===== src/rtl/rpc_slot_queue.sv =====
// Slot-addressed RPC store: a circular free list hands out slot ids on push, and pop frees them.
// Optional macro RQ_OCCUPANCY_EN adds occupancy_out, a registered count of busy slots.
module rpc_slot_queue #(
  parameter int unsigned DATA_WIDTH = 512,
  parameter int unsigned LSIZE      = 3
) (
  input  logic                  clk,
  input  logic                  reset_n,
  input  logic                  push_en_in,
  input  logic [DATA_WIDTH-1:0] push_data_in,
  output logic [LSIZE-1:0]      push_slot_id_out,
  output logic                  push_done_out,
  input  logic                  pop_en_in,
  input  logic [LSIZE-1:0]      pop_slot_id_in,
  output logic [DATA_WIDTH-1:0] pop_data_out,
  input  logic                  initialize,
  output logic                  initialized,
  output logic                  error
`ifdef RQ_OCCUPANCY_EN
  ,
  output logic [LSIZE:0]        occupancy_out
`endif
);

  localparam int unsigned NSLOTS = 1 << LSIZE;
  localparam int unsigned CW     = LSIZE + 1;
  localparam logic [LSIZE-1:0] LastId = LSIZE'(NSLOTS - 1);

  typedef enum logic [1:0] {StIdle, StInit, StReady} state_e;

  state_e                state_q;
  logic [LSIZE-1:0]      free_list_q [NSLOTS];
  logic [DATA_WIDTH-1:0] mem_q       [NSLOTS];
  logic [LSIZE-1:0]      head_q, tail_q, init_cnt_q;
  logic [CW-1:0]         count_q;
  logic [NSLOTS-1:0]     busy_q;

  logic                  op_ok, push_ok, pop_ok, misuse, fl_we;
  logic [LSIZE-1:0]      push_id, fl_wdata;

  always_comb begin
    op_ok    = (state_q == StReady) && !initialize;
    // Uses the pre-pop count, so an id freed this cycle cannot serve a same-cycle push.
    push_ok  = op_ok && push_en_in && (count_q != '0);
    pop_ok   = op_ok && pop_en_in && busy_q[pop_slot_id_in];
    misuse   = (push_en_in && !push_ok) || (pop_en_in && !pop_ok);
    push_id  = free_list_q[head_q];
    fl_we    = ((state_q == StInit) && !initialize) || pop_ok;
    fl_wdata = (state_q == StInit) ? init_cnt_q : pop_slot_id_in;
  end

  // Storage arrays carry no reset; validity is tracked by count_q and busy_q.
  always_ff @(posedge clk) begin
    if (push_ok) mem_q[push_id] <= push_data_in;
    if (fl_we) free_list_q[tail_q] <= fl_wdata;
  end

  always_ff @(posedge clk or negedge reset_n) begin
    if (!reset_n) begin
      state_q          <= StIdle;
      head_q           <= '0;
      tail_q           <= '0;
      init_cnt_q       <= '0;
      count_q          <= '0;
      busy_q           <= '0;
      push_done_out    <= 1'b0;
      push_slot_id_out <= '0;
      pop_data_out     <= '0;
      initialized      <= 1'b0;
      error            <= 1'b0;
`ifdef RQ_OCCUPANCY_EN
      occupancy_out    <= '0;
`endif
    end else begin
      push_done_out <= 1'b0;
      if (misuse) error <= 1'b1;
      if (initialize) begin
        state_q     <= StInit;
        head_q      <= '0;
        tail_q      <= '0;
        init_cnt_q  <= '0;
        count_q     <= '0;
        busy_q      <= '0;
        initialized <= 1'b0;
`ifdef RQ_OCCUPANCY_EN
        occupancy_out <= '0;
`endif
      end else begin
        case (state_q)
          StInit: begin
            tail_q     <= tail_q + LSIZE'(1);
            count_q    <= count_q + CW'(1);
            init_cnt_q <= init_cnt_q + LSIZE'(1);
            if (init_cnt_q == LastId) begin
              state_q     <= StReady;
              initialized <= 1'b1;
            end
          end
          StReady: begin
            if (push_ok) begin
              busy_q[push_id]  <= 1'b1;
              head_q           <= head_q + LSIZE'(1);
              push_done_out    <= 1'b1;
              push_slot_id_out <= push_id;
            end
            if (pop_ok) begin
              busy_q[pop_slot_id_in] <= 1'b0;
              tail_q                 <= tail_q + LSIZE'(1);
              pop_data_out           <= mem_q[pop_slot_id_in];
            end
            count_q <= count_q + CW'(pop_ok) - CW'(push_ok);
`ifdef RQ_OCCUPANCY_EN
            occupancy_out <= occupancy_out + CW'(push_ok) - CW'(pop_ok);
`endif
          end
          default: ;
        endcase
      end
    end
  end

endmodule


===== config.mk =====
export PLATFORM = sky130hd
export DESIGN_NAME = rpc_slot_queue
export DESIGN_NICKNAME = d
export VERILOG_FILES = /design/src/rtl/rpc_slot_queue.sv
export SDC_FILE = /design/constraint.sdc
export NUM_CORES = 2
export LEC_CHECK = 0
export CAP_MARGIN = 20
export CORE_MARGIN = 1.5
export CORE_UTILIZATION = 51
export CTS_BUF_LIST = sky130_fd_sc_hd__clkbuf_8
export CTS_CLUSTER_SIZE = 12
export DETAILED_ROUTE_END_ITERATION = 8
export GPL_TIMING_DRIVEN = 0
export PLACE_DENSITY = 0.68
export SKIP_LAST_GASP = 1
export SYNTH_ARGS = -nofsm -noshare
export SYNTH_HDL_FRONTEND = slang
export SYNTH_MEMORY_MAX_BITS = 65536
export SYNTH_SLANG_ARGS = --single-unit

===== constraint.sdc =====
create_clock -name clk -period 32.6 [get_ports clk]
set_clock_uncertainty 0.1 [all_clocks]
set_input_delay 6.52 -clock clk [delete_from_list [all_inputs] [get_ports clk]]
set_output_delay 6.52 -clock clk [all_outputs]
set_load 0.05 [all_outputs]

==> flow_metrics.py <==
metrics = {
    "outcome": {
        "status": "complete, no violations",
    },
    "floorplanning": {
        "rows": 213,
        "ios": 1038,
        "die_h_um": 585,
        "coreArea_um2": 337000,
        "die-area_um2": 343000,
        "chipWidth_um": 585,
        "initial_core_util": 0.513,
    },
    "grt": {
        "grt_pass1_vias": 89500,
        "grt_pass1_wl_mm": 629,
        "antenna_found_initial": 173,
        "grtUsageTotal": 0.256,
        "grt_overflow_total": 0,
        "grt_max_degree": 97,
    },
    "cells_and_area": {
        "nets": 10300,
        "final_cells": 15000,
        "drive_above_1_share": 0.226,
        "syn_to_final_growth_pct": 20.4,
    },
    "power_and_ir_drop": {
        "vdd_drop_max_v": 0.0000483,
        "cellPowerDensity_nw_per_um2": 55.9,
        "p_int_mw": 9.11,
        "power_frac_seq": 0.559,
        "power.leakage_nw": 70.8,
        "p_sw_frac": 0.217,
        "p_comb_frac": 0.039,
        "p_switching_mw": 2.53,
        "clockPowerShare": 0.402,
    },
    "cts": {
        "cts_buffers": 727,
        "clkTransAtPathRegs_ns": 0.06,
        "clk_path_buf_depth": 4,
        "cts_root_buffer": "clkbuf_8",
        "clock_sinks": 4660,
        "post_cts_resized": 0,
        "postCtsSetupRepairBufs": 0,
        "insertion_delay_ns": 1.18,
        "hold_buffers": 0,
        "cts.htree.levels": 6,
        "cts_tree": "done",
    },
    "drt": {
        "drtIter0Drc": 8756,
        "drc_errors": 0,
        "viasPerCell": 5.75,
        "wirelength_mm": 443,
        "vias": 86600,
        "antenna_left": 0,
        "wl_per_cell_um": 29.4,
        "dr.pass1.iters": 5,
    },
    "yosys": {
        "syn_area_um2": 173000,
        "ys_seq_area_frac": 0.793,
        "synth-edff-count": 4120,
        "synth-seq-cells": 4660,
        "yosys.area.top_type_share": 0.715,
        "yosys_warnings": 0,
        "synth.most_common_cell": "edfxtp_1",
        "synthTopCellsByCount": "4120 x edfxtp_1, 1029 x mux4_2, 540 x dfrtp_1, 531 x nand2_1, 521 x mux2i_1",
        "netlist_top_cells_area": "edfxtp_1 72%, mux4_2 13%, dfrtp_1 7.8%, mux2i_1 3.0%, o21ai_0 1.3%",
        "synth.avg_cell_area_um2": 22.2,
        "synth_cell_type_count": 44,
        "synth_nets": 8332,
        "synth_cells": 7800,
        "yosysTopAreaCell": "edfxtp_1",
        "ys.flop_type": "edfxtp_1",
        "async_reset_ff_frac": 0.116,
    },
    "timing": {
        "setup_viol": 0,
        "worstMarginPinSlew_ns": 1.19,
        "hold_viol": 0,
        "fmax_mhz": 98.3,
        "slew-limit-headroom": 0.205,
        "setup_tns_ns": 0,
        "slew_viol_final": 0,
        "finalCritPeriodShare": 0.312,
        "period_needed_ns": 10.17,
        "whs_ns": 0.375,
        "rsz0062_at_grt": "no",
    },
    "job": {
        "maxCapViolations": 0,
    },
    "setup_path": {
        "crit_chain": "clkdlybuf4s50_1 -> a21boi_0 -> nand2_1 -> a31oi_1 -> inv_1 -> nor2_4 -> buf_12 -> buf_12 -> buf_12 -> buf_16 -> buf_16 -> buf_16",
        "worstPathMaxFanout": 23,
        "crit_required_ns": 33.37,
        "cp-end-kind": "flip-flop",
        "start_kind": "input port",
        "cp.arrival_ns": 10.94,
        "critical-path-slowest-cell": "nor2_4",
        "slowest_delay_ns": 0.82,
        "critPathKind": "input port to flip-flop",
    },
    "place": {
        "place_congestion": 0.775,
        "dp_cells": 13600,
        "io_buffer_count": 1033,
        "hpwl_mm": 294,
    },
    "min_path": {
        "hold_path_class": "flip-flop to flip-flop",
    },
}
flip-flops by register name, indices dropped and copies added (netlist names):
register	count
pop_data_out	512
head_q	3
initialized	1
mem_q	4096
push_slot_id_out	3
count_q	4
free_list_q	24
tail_q	3
state_q	1
init_cnt_q	3
error	1
busy_q	8
push_done_out	1
final timing paths:
| check | cells after the start | end | slack, ns | startpoint |
|---|---|---|---|---|
| worst max-delay path | 12 | mem_q[6][140] | 22.43 | push_en_in |
| worst min-delay path | 2 | pop_data_out[294] | 0.38 | pop_data_out[294] |
| worst max register to register | 13 | mem_q[6][140] | 27.51 | count_q[1] |
| worst min register to register | 2 | pop_data_out[294] | 0.38 | pop_data_out[294] |
| max in group asynchronous | 4 | pop_data_out[71] | 25.32 | reset_n |
| min in group asynchronous | 1 | pop_data_out[275] | 5.17 | reset_n |
cell type report:
type / instances / area, µm²
Antenna cell: 100 / 250
Tap cell: 4515 / 5650
Timing Repair Buffer: 1266 / 15200
Sequential cell: 4660 / 137000
Multi-Input combinational cell: 2721 / 33900
Inverter: 8 / 30.0
Buffer: 411 / 1920
Clock inverter: 533 / 2640
Fill cell: 23200 / 129000
Clock buffer: 832 / 11500
layout by cell type, fill, tap and decap left out, types with 11 or more instances in the layout:
master,Yosys,routed
buf_8,1,15
mux2i_1,521,521
clkbuf_1,247,238
mux4_2,1029,1029
nand2_1,531,531
ha_1,11,11
dfrtp_1,540,540
nor2_1,33,26
edfxtp_1,4120,4120
o21ai_0,437,437
buf_2,100,100
diode_2,0,100
inv_1,7,339
buf_16,0,40
clkbuf_8,0,832
buf_6,30,31
clkinv_2,0,43
buf_1,32,32
o21ai_1,80,80
buf_12,0,179
inv_8,0,13
clkinv_1,1,102
clkinvlp_4,0,11
clkdlybuf4s50_1,0,1032
critical path: cells and delay by family:
kind / cells / cell delay, ns
AOI/OAI and AO/OA: 2 / 1.07
buffers and inverters: 8 / 2.11
and+or+nand+nor: 2 / 1.16
routing by layer:
layer,vias to the layer above,track usage,share of wire
met5,-,0,0.0020
met4,134,0.0926,0.033
met3,828,0.0798,0.10
met2,3569,0.405,0.48
met1,45700,0.338,0.38
li1,36400,-,-
cells by family after synthesis:
group	Yosys count	share of synthesized area
compound gates	546	0.0162
mux	1557	0.165
xor+xnor	8	0.000405
buf+inv	419	0.0112
simple gates	598	0.0134
flops	4660	0.793
fa+ha+maj	12	0.000911
power groups by stage:
stage | clock (mW) | combinational, mW | sequential [mW]
floorplan | 0 | 0.232 | 6.63
global placement | 0 | 0.443 | 6.63
detailed placement | 0 | 0.463 | 6.62
CTS | 4.77 | 0.464 | 6.50
global route | 5.01 | 0.492 | 6.50
finish | 4.68 | 0.458 | 6.50
per-stage QoR:
step | area (µm²) | utilization | power [mW] | setup slack [ns]
floorplan | 173000 | - | 6.86 | 0.963
global placement | 189000 | 0.561 | 7.07 | -25.87
CTS | 208000 | 0.617 | 11.7 | 22.56
global route | 208000 | 0.617 | 12.0 | 22.28
detailed placement | 194000 | 0.575 | 7.09 | 21.22
finish | 208000 | 0.618 | 11.6 | 22.43
Note: power is estimated with default switching activity, not from simulation.
